[config.mk]
export PLATFORM = sky130hd
export DESIGN_NAME = bb_driver_flat
export DESIGN_NICKNAME = d
export VERILOG_FILES = /design/src/rtl/bb_driver_if.sv /design/src/rtl/bb_driver.sv /design/src/flat_wrapper.sv
export SDC_FILE = /design/constraint.sdc
export NUM_CORES = 1
export LEC_CHECK = 0
export CORE_ASPECT_RATIO = 1.25
export CORE_MARGIN = 2
export CORE_UTILIZATION = 47
export DETAILED_ROUTE_END_ITERATION = 7
export PLACE_DENSITY = 0.76
export SLEW_MARGIN = 20
export SYNTH_ARGS = -nofsm -noshare
export SYNTH_HDL_FRONTEND = slang
export SYNTH_SLANG_ARGS = --single-unit
[constraint.sdc]
create_clock -name clock -period 5.15 [get_ports clock]
set_clock_uncertainty 0.1 [all_clocks]
set_input_delay 0.7725 -clock clock [delete_from_list [all_inputs] [get_ports clock]]
set_output_delay 0.7725 -clock clock [all_outputs]
set_load 0.02 [all_outputs]
[src/rtl/bb_driver_if.sv]
// bb_driver bus bundle: request/response handshakes plus the black-box drive/sample wires.
interface bb_driver_if;
   logic        io_req_valid;
   logic        io_req_ready;
   logic [31:0] io_req_bits;
   logic        io_resp_valid;
   logic        io_resp_ready;
   logic [31:0] io_resp_bits;
   logic [31:0] io_bb_input;
   logic [31:0] io_bb_output;
   logic        io_busy;

   // Environment side: producer, consumer and black box.
   modport master (
      output io_req_valid, io_req_bits, io_resp_ready, io_bb_output,
      input  io_req_ready, io_resp_valid, io_resp_bits, io_bb_input, io_busy
   );

   // Driver side.
   modport slave (
      input  io_req_valid, io_req_bits, io_resp_ready, io_bb_output,
      output io_req_ready, io_resp_valid, io_resp_bits, io_bb_input, io_busy
   );
endinterface

[src/rtl/bb_driver.sv]
// Drives request words into a fixed-latency black box and returns its results in
// order through a credit-protected response FIFO.
module bb_driver #(
   parameter int unsigned LATENCY = 1,
   parameter int unsigned DEPTH   = 4
) (
   input  logic       clock,
   input  logic       reset,
   bb_driver_if.slave bus
);
   localparam int unsigned PTR_W = $clog2(DEPTH);
   localparam int unsigned CNT_W = PTR_W + 1;
   localparam int unsigned VLD_W = LATENCY + 1;
   localparam int unsigned OCC_W = $clog2(DEPTH + LATENCY + 2) + 1;

   logic [VLD_W-1:0] vld_q, vld_d;
   logic [PTR_W-1:0] wr_ptr_q, wr_ptr_d;
   logic [PTR_W-1:0] rd_ptr_q, rd_ptr_d;
   logic [CNT_W-1:0] cnt_q, cnt_d;
   logic [31:0]      bb_in_q, bb_in_d;
   logic [31:0]      mem_q [DEPTH];
   logic [31:0]      mem_d [DEPTH];

   logic             fire_c, push_c, pop_c;
   logic [OCC_W-1:0] inflight_c, occ_c;

   // Credit: every accepted word is either in flight or buffered until popped.
   always_comb begin
      inflight_c = OCC_W'($countones(vld_q));
      occ_c      = inflight_c + OCC_W'(cnt_q);
   end

   assign bus.io_req_ready  = (occ_c < OCC_W'(DEPTH)) & ~reset;
   assign fire_c            = bus.io_req_valid & bus.io_req_ready;
   assign push_c            = vld_q[LATENCY];
   assign bus.io_resp_valid = (cnt_q != '0);
   assign pop_c             = bus.io_resp_valid & bus.io_resp_ready;
   assign bus.io_resp_bits  = mem_q[rd_ptr_q];
   assign bus.io_bb_input   = bb_in_q;
   assign bus.io_busy       = (occ_c != '0);

   // Next state: in-flight shift, held black-box drive, FIFO pointers/count/storage.
   always_comb begin
      vld_d    = VLD_W'({vld_q, fire_c});
      bb_in_d  = fire_c ? bus.io_req_bits : bb_in_q;
      wr_ptr_d = wr_ptr_q + PTR_W'(push_c);
      rd_ptr_d = rd_ptr_q + PTR_W'(pop_c);
      cnt_d    = cnt_q + CNT_W'(push_c) - CNT_W'(pop_c);
      mem_d    = mem_q;
      if (push_c) begin
         mem_d[wr_ptr_q] = bus.io_bb_output;
      end
   end

   // State registers; reset discards everything in flight or buffered.
   always_ff @(posedge clock or posedge reset) begin
      if (reset) begin
         vld_q    <= '0;
         wr_ptr_q <= '0;
         rd_ptr_q <= '0;
         cnt_q    <= '0;
         bb_in_q  <= '0;
         for (int unsigned i = 0; i < DEPTH; i++) begin
            mem_q[i] <= '0;
         end
      end else begin
         vld_q    <= vld_d;
         wr_ptr_q <= wr_ptr_d;
         rd_ptr_q <= rd_ptr_d;
         cnt_q    <= cnt_d;
         bb_in_q  <= bb_in_d;
         mem_q    <= mem_d;
      end
   end

   // Credit accounting must make a push into a full FIFO impossible.
   a_no_overflow : assert property (@(posedge clock) disable iff (reset)
      !(push_c && (cnt_q == CNT_W'(DEPTH))));

endmodule
[src/flat_wrapper.sv]
// flat-port wrapper written by rule: the top's interface ports become plain ports
module bb_driver_flat 
#(
   parameter int unsigned LATENCY = 1,
   parameter int unsigned DEPTH   = 4
)
  (clock, reset, bus_io_req_valid, bus_io_req_bits, bus_io_resp_ready, bus_io_bb_output, bus_io_req_ready, bus_io_resp_valid, bus_io_resp_bits, bus_io_bb_input, bus_io_busy);
  bb_driver_if bus_i ();
  input  logic clock;
  input  logic reset;
  input wire logic [$bits(bus_i.io_req_valid)-1:0] bus_io_req_valid;
  input wire logic [$bits(bus_i.io_req_bits)-1:0] bus_io_req_bits;
  input wire logic [$bits(bus_i.io_resp_ready)-1:0] bus_io_resp_ready;
  input wire logic [$bits(bus_i.io_bb_output)-1:0] bus_io_bb_output;
  output wire logic [$bits(bus_i.io_req_ready)-1:0] bus_io_req_ready;
  output wire logic [$bits(bus_i.io_resp_valid)-1:0] bus_io_resp_valid;
  output wire logic [$bits(bus_i.io_resp_bits)-1:0] bus_io_resp_bits;
  output wire logic [$bits(bus_i.io_bb_input)-1:0] bus_io_bb_input;
  output wire logic [$bits(bus_i.io_busy)-1:0] bus_io_busy;
  assign bus_i.io_req_valid = bus_io_req_valid;
  assign bus_i.io_req_bits = bus_io_req_bits;
  assign bus_i.io_resp_ready = bus_io_resp_ready;
  assign bus_i.io_bb_output = bus_io_bb_output;
  assign bus_io_req_ready = bus_i.io_req_ready;
  assign bus_io_resp_valid = bus_i.io_resp_valid;
  assign bus_io_resp_bits = bus_i.io_resp_bits;
  assign bus_io_bb_input = bus_i.io_bb_input;
  assign bus_io_busy = bus_i.io_busy;
  bb_driver #(.LATENCY(LATENCY), .DEPTH(DEPTH)) u_core (.clock(clock), .reset(reset), .bus(bus_i));
endmodule
==> qor.txt <==
Worst Max-Slew Pin Slew = 1061 ps
I/O pin count = 135
layout cell share with drive strength beyond 1 = 0.4202
placed cells = 744
Die Span Y = 143.5 um
syn avg cell area = 17.56 um^2
Die W = 115.6 um
Post-Synth Simple-Gate Area = 0.01145
Final Cycle Share = 0.8142
number of setup violations in the final report = 0
post-synthesis xor/xnor area fraction = 0.007178
Syn Nets = 492
global-route wire length before repair = 23.34 mm
CTS hold repair buffers = 0
initial antenna violation count = 0
mux contribution to synthesized area = 0.3608
number of antenna repair diodes = 0
Worst path max stage delay = 550 ps
DRT iter0 DRCs = 138
Post-CTS Setup Bufs = 0
Max-Cap Viols = 0
R2R Setup Slk = 1870 ps
Max clock buf depth = 2
DRT antenna net count = 0
Synth Cell Area = 7321 um^2
crit path kind = reg -> out
Hold Path Class = reg -> reg
Buf+Inv Stages, Crit Path = 2
Worst Setup Start Kind = flop
# clock sinks = 169
largest family of logic cells by synthesized area = multiplexers
most common flop cell mapped by yosys = dfrtp_1
CORE AREA = 15440 um^2
Sequential Area = 4232 um^2
fillers = 1196
Port Buffers = 134
RSZ-0062 raised after global routing = false
Slew Limit Headroom = 0.2916
die area = 16600 um^2
maximum vdd ir drop = 0.0003415 V
Cells after Synth = 417
CP max stage cell = clkdlybuf4s50_1
number of global-route vias before repair = 4537
Initial Util = 0.4741
Vias/cell = 5.247
crit path DAT = 3320 ps
quantity of gates resized following cts = 0
CP Data Required Time = 4280 ps
FP Rows = 51
CTS tree = yes
nets@finish = 626
#FFs+latches synth = 169
post-synth cell types = 26
Clock transition at path regs = 60 ps
dominant cell type by area after synthesis = dfrtp_1
Remaining Overflow, GRT = 0
final wirelength = 14.52 mm
sequential share of the synthesized area = 0.5777
setup TNS = 0 ps
Synth top area share = 0.5777
Post-Synth Adder-Cell Area = 0.01401
Post-DP HPWL = 9.421 mm
status = finished clean
worst-skew pair later-pin latency = 420 ps
Post-synth ARST share = 1.000
cell mode on critical path = ha_1
CTS buffer count = 17
crit-path cells = ha_1 -> ha_1 -> inv_1 -> fa_1 -> a211oi_1 -> mux2i_1 -> or3b_2 -> clkdlybuf4s50_1
Leakage = 3.919 nW
Avg WL per Cell = 18.70 um
Finished Layout Cells = 776
TritonRoute pass-1 iters = 4
yosys warns = 0
synth top area cells = dfrtp_1 (58%), mux2_2 (20%), mux4_2 (9.8%)
largest net degree at the start of global routing = 89
via count = 4072
CP Capture Type = primary output
fin crit period = 4193 ps
Synth Area in Compound Gates = 0.002393
CP Max Fanout = 8
Synth-to-Final Area Change = 28.17%
root buffer selected by CTS = clkbuf_16
count of final max-slew check failures = 0
Power per Cell Area = 703.0 nW/um^2
GRT Util Overall = 0.1853
Max Freq = 0.2385 GHz
CP delay by family, top = adder cells
area occupied by multi-input gates = 2904 um^2
final hold vios = 0
GPL Wtd Cong = 0.7071
number of flops mapped to enable cells by yosys = 0
H-tree lvl count = 4
Post-route DRC = 0
[worst register-to-register path: stages, from the launching register on]
cell and delay, ps:
dfrtp_1 470, ha_1 320, ha_1 170, inv_1 60, fa_1 400, a211oi_1 320, a41o_2 900, mux2_2 440
[report_power, final]
part           total [mW]  internal, mW  switching [mW]
registers            2.48          2.00           0.480
clock network        1.22         0.725           0.492
logic                2.90          1.77            1.13
[cells in the mapped netlist, types with 2 or more instances]
library cell	n
nand3_1	2
buf_4	2
mux2_4	29
clkbuf_1	2
xnor2_1	4
mux2_2	131
buf_2	17
xor2_1	2
buf_12	3
fa_1	2
nand3b_1	2
mux4_2	32
ha_1	5
dfrtp_1	169
inv_1	4
[sequential cells by signal (all words and copies together), names as in the netlist]
register	count
u_core.vld_q	2
u_core.wr_ptr_q	2
u_core.cnt_q	3
u_core.mem_q	128
u_core.bus.io_bb_input	32
u_core.rd_ptr_q	2
[worst paths after layout]
path | from | endpoint | depth (start not counted)
min reg2reg | u_core.vld_q[0]$_DFF_PP0_ | u_core.vld_q[1]$_DFF_PP0_ | 0
max reg2reg | u_core.vld_q[1]$_DFF_PP0_ | u_core.bus.io_bb_input[26]$_DFFE_PP0P_ | 7
max | u_core.vld_q[1]$_DFF_PP0_ | bus_io_busy | 8
min | u_core.vld_q[0]$_DFF_PP0_ | u_core.vld_q[1]$_DFF_PP0_ | 0
max in group asynchronous | reset | u_core.mem_q[39]$_DFFE_PP0P_ | 3
min in group asynchronous | reset | u_core.vld_q[0]$_DFF_PP0_ | 3
[through the flow]
| step | hold WS, ps | cell area (um^2) | total power, mW | setup WS [ps] | util |
|---|---|---|---|---|---|
| 2_1_floorplan | 259.7 | 7325 | 4.275 | 568.6 | - |
| 3_3_place_gp | 266.3 | 8806 | 5.316 | 1506 | 0.5702 |
| 3_5_place_dp | 277.6 | 8806 | 5.438 | 1403 | 0.5702 |
| 4_1_cts | 291.8 | 9375 | 6.683 | 936.1 | 0.6071 |
| 5_1_grt | 311.9 | 9383 | 6.962 | 714.0 | 0.6076 |
| 6_report | 288.8 | 9383 | 6.596 | 956.7 | 0.6076 |
[cell usage in the layout (no fill, tap or decap), types with 2 or more instances in the layout]
cell type	count
nand3b_1	2
fa_1	2
xnor2_1	4
clkbuf_8	5
inv_1	3
buf_6	2
xor2_1	2
clkinvlp_4	2
clkbuf_16	17
dfrtp_1	167
clkbuf_1	2
clkinv_2	6
ha_1	5
clkdlybuf4s50_1	134
mux2_2	131
buf_4	4
dfrtp_2	2
mux2_4	29
mux4_2	32
[layout make-up]
cell class                      count  share of cell area
Sequential cell                   169              0.4510
Multi-Input combinational cell    219              0.3095
Timing Repair Buffer              140              0.1486
Clock buffer                       24             0.05347
Tap cell                          212             0.02827
Clock inverter                      8            0.007201
Inverter                            4            0.002000
[logic make-up (layout without fill, tap and decap cells)]
logic type,count (synthesis),count (layout)
multiplexers,193,193
flip-flops,169,169
AND/OR/NAND/NOR,11,11
AO/OA/AOI/OAI,2,2
adder cells (fa/ha/maj),7,7
XOR/XNOR,6,6
buffers and inverters,29,176
[layer usage]
metal | global-route usage | share of wire | up-vias
met2 | 0.3099 | 0.52 | 94
met4 | 0.07769 | 0.023 | 0
met5 | 0 | 0 | -
met1 | 0.2320 | 0.41 | 2146
li1 | - | - | 1807
met3 | 0.04260 | 0.042 | 25
Note: power is estimated with default switching activity, not from simulation.
==> edit 1, RTL diff (config.mk and constraints unchanged) <==
`LATENCY` is set to 1 in 2 places; all go to 2.
--- a/src/rtl/bb_driver.sv
+++ b/src/rtl/bb_driver.sv
@@ -1,7 +1,7 @@
 // Drives request words into a fixed-latency black box and returns its results in
 // order through a credit-protected response FIFO.
 module bb_driver #(
-   parameter int unsigned LATENCY = 1,
+   parameter int unsigned LATENCY = 2,
    parameter int unsigned DEPTH   = 4
 ) (
    input  logic       clock,
--- a/src/flat_wrapper.sv
+++ b/src/flat_wrapper.sv
@@ -1,7 +1,7 @@
 // flat-port wrapper written by rule: the top's interface ports become plain ports
 module bb_driver_flat 
 #(
-   parameter int unsigned LATENCY = 1,
+   parameter int unsigned LATENCY = 2,
    parameter int unsigned DEPTH   = 4
 )
   (clock, reset, bus_io_req_valid, bus_io_req_bits, bus_io_resp_ready, bus_io_bb_output, bus_io_req_ready, bus_io_resp_valid, bus_io_resp_bits, bus_io_bb_input, bus_io_busy);
Formal check against the unedited RTL: not equivalent (Yosys sat finds a counterexample within 4 cycles, from zero or initial values and one cycle with reset high).
==> edit 1 against the unedited design <==
Sequential cell count rose by 1. Setup slack improved by 0.016 ns. Synthesized cell count rose by 20%. Core utilization rose by 1.1 points. Routed wire length rose by 9.5%. Power rose by 2.9%. Largest cell class unchanged. Via count rose by 13%. Area after synthesis rose by 1.6%. Final area rose by 2.7%.
==> edit 1: results (changes against the unedited design) <==
metric,value,unit,change
leak pwr,4.10,nW,+4.5%
hold wc startpoint,u_core.vld_q[1]$_DFF_PP0_,,
Global Route Usage Sum,20.1,%,+1.6 points
"reg-to-reg slack, setup",2.29,ns,+0.42 ns
slew margin rel.,28.7,%,-0.49 points
Comb power frac,42.3,%,-1.6 points
proportion of layout cells with a drive suffix above 1,32.3,%,-9.7 points
register area share after synthesis,57.2,%,-0.60 points
nets@finish,702,,+12%
Peak VDD IR,0.381,mV,+11%
Hold Worst Slack,0.287,ns,-0.00160 ns
Avg Inst Size Synth,14.9,um2,-15%
Hold EP,u_core.vld_q[2]$_DFF_PP0_,,
drt total wl,15900,um,+9.5%
total placed cells including tap cells,818,,+9.9%
routed length on met3,794,um,+31%
WL met1,6500,um,+8.7%
commonest cells in the netlist,"dfrtp_1 (170), mux2_2 (126), inv_1 (41)",,
Crit path top cell by count,fa_1,,
setup slack after layout,0.973,ns,+0.0164 ns
internal power,0.00456,W,+1.5%
outcome,"finished, final reports clean",,
Avg WL per Cell,18.7,um,about the same
routed via count,4597,,+13%
DR WL met2,8330,um,+9.5%
edit 1: cell type report:
type	count	area, um2	area share (%)
clock buffer	18	439	4.56
clock inverter	14	240	2.49
inverter	41	158	1.64
multi-input combinational	253	2860	29.7
sequential	170	4260	44.2
tap	212	265	2.75
timing repair buffer	142	1410	14.7
edit 1: cell families after synthesis:
logic type | Yosys count | share of synthesized area [%]
adder cells (fa/ha/maj) | 9 | 1.82
multiplexers | 160 | 29.1
XOR/XNOR | 4 | 0.471
AND/OR/NAND/NOR | 47 | 3.06
buffers and inverters | 76 | 4.49
flip-flops | 170 | 57.2
AO/OA/AOI/OAI | 33 | 3.93
edit 1: layer usage:
layer  up-vias  global-route usage, %
met5         -                      0
met4         0                   6.63
met3        21                   5.79
met2       124                   34.6
met1      2395                   24.4
li1       2057                      -
edit 1: worst max-delay path: cells and delay by family (launching register included):
kind,cells,cell delay [ns]
and+or+nand+nor,2,0.31
DFF,1,0.38
buffers and inverters,3,0.89
AOI/OAI and AO/OA,1,0.19
adders and majority gates,3,1.09
==> edit 2, RTL diff (config.mk and constraints unchanged) <==
Without the edit above. Make the reset (`reset`) synchronous in one clocked block.
--- a/src/rtl/bb_driver.sv
+++ b/src/rtl/bb_driver.sv
@@ -53,7 +53,7 @@
    end
 
    // State registers; reset discards everything in flight or buffered.
-   always_ff @(posedge clock or posedge reset) begin
+   always_ff @(posedge clock) begin
       if (reset) begin
          vld_q    <= '0;
          wr_ptr_q <= '0;
Function: differs if reset is asserted again (counterexample within 4 cycles, from zero or initial values and one cycle with reset high); with reset held inactive, the same outputs for 10 cycles.
==> edit 2 against the unedited design <==
Sequential share of layout area is 7.5 points lower. Setup slack better by 0.28 ns. Via count is 41% higher. Area after synthesis is 2.3% lower. Sequential cell count stayed put. Final area is 3.9% lower. Routed wire length is 17% higher. Cell count is 40% higher. Critical endpoint unchanged.
Power is not compared: it rests on default switching activity, and its combinational part moved more than twofold at a synthesized area within 25%.
==> edit 2: results (changes against the unedited design) <==
metric,value,unit,change
max reg flops,128,,unchanged
"top cells by area, synth","dfxtp_1 (47%), nand2_1 (14%), mux4_2 (10%)",,
IO Port Bufs,134,,unchanged
CP max stage delay,0.56,ns,
initial DRC count,454,,+230%
CTS root buffer,clkbuf_16,,
total placed cells including tap cells,1054,,+42%
vias in the first global route,5558,,+23%
Avg WL per Cell,15.7,um,-16%
final hold vios,0,,unchanged
crit start category,flip-flop,,
proportion of layout cells with a drive suffix above 1,9.07,%,-33 points
register area share after synthesis,47.3,%,-10 points
nets@finish,966,,+54%
RR Startpoint,u_core.vld_q[1]$_SDFF_PP0_,,
commonest cells in the netlist,"nand2_1 (259), dfxtp_1 (169), a21oi_1 (128)",,
dpl cell area,0.00845,mm2,-4.1%
diodes inserted,0,,unchanged
post-DP HPWL,10500,um,+11%
Global Route Usage Sum,21.7,%,+3.2 points
leak pwr,3.08,nW,
CP top delay family,adder cells,,
worst-margin pin slew,0.960,ns,-0.101 ns
Top reg by flops,u_core.mem_q,,
Filler cells,1303,,+8.9%
GP Congestion,0.747,,+5.7%
CTS buffer count,17,,unchanged
pin count of the biggest net entering global routing,79,,-11%
first-pass GRT wire length,27700,um,+19%
dominant synthesized flop cell,dfxtp_1,,
Via density,5.27,,+0.51%
Async SR Flop Fraction,0,%,-100 points
critical path arrival,3.04,ns,-0.28 ns
Syn Nets,866,,+76%
outcome,"finished, final reports clean",,
CTS max path bufs,2,,unchanged
Synth cell types,34,,+31%
drt total wl,17000,um,+17%
Placement Setup Slack,1.68,ns,+0.278 ns
Avg Inst Size Synth,9.04,um2,-49%
clock latency at the later pin of the worst-skew pair,0.42,ns,about the same
postcts setup bufs,0,,unchanged
cts repair resizes,0,,unchanged
clk slew on worst S/H paths,0.06,ns,about the same
DRT Pass-1 Iters,5,,+1
hold wc startpoint,u_core.mem_q[40]$_SDFFE_PP0P_,,
worst-path fanout max,12,,+4
==> edit 2: area by class of cell <==
type,instances,share of cell area (%)
timing repair buffer,145,15.8
tap,182,2.53
multi-input combinational,555,37.7
clock inverter,11,1.07
clock buffer,21,5.22
inverter,3,0.125
sequential,169,37.6
==> edit 2: worst paths after layout <==
check / to / slack, ns / depth (start not counted)
worst max-delay path: bus_io_busy / 1.24 / 8
worst min-delay path: u_core.mem_q[40]$_SDFFE_PP0P_ / 0.35 / 2
worst max register to register: u_core.bus.io_bb_input[1]$_SDFFE_PP0P_ / 2.27 / 7
worst min register to register: u_core.mem_q[40]$_SDFFE_PP0P_ / 0.35 / 2
==> edit 2: per-layer routing <==
layer,global-route usage [%],part of all wire (%),vias to the layer above
li1,-,-,2826
met1,26.0,42,2714
met2,36.5,50,167
met3,6.28,6.0,21
met4,9.11,1.7,0
met5,0,0,-
==> edit 2: power groups by stage <==
stage                     Clock, W  Sequential (W)  Combinational [W]
after floorplan                  0         0.00148           0.000459
after global placement           0         0.00153           0.000639
after detailed placement         0         0.00153           0.000642
after CTS                  0.00125         0.00151           0.000647
after global routing       0.00130         0.00152           0.000688
final                      0.00123         0.00150           0.000638
==> edit 2: logic make-up (layout without fill, tap and decap cells) <==
family	count (synthesis)	after routing	share of synthesized area, %
AND/OR/NAND/NOR	347	347	21.5
flip-flops	169	169	47.3
AO/OA/AOI/OAI	132	132	9.40
buffers and inverters	67	180	5.22
multiplexers	64	64	14.6
adder cells (fa/ha/maj)	7	7	1.44
XOR/XNOR	5	5	0.613
==> edit 2: worst min-delay path: stages, from the launching register on <==
cell and delay, ns:
dfxtp_1 0.31, nand2_1 0.05, a21oi_1 0.05
==> edit 2: through the flow <==
step	util, %	hold slack (ns)
finish	60.3	0.352
global route	60.3	0.375
CTS	60.3	0.352
detailed placement	56.5	0.344
global placement	56.5	0.339
floorplan	-	0.333
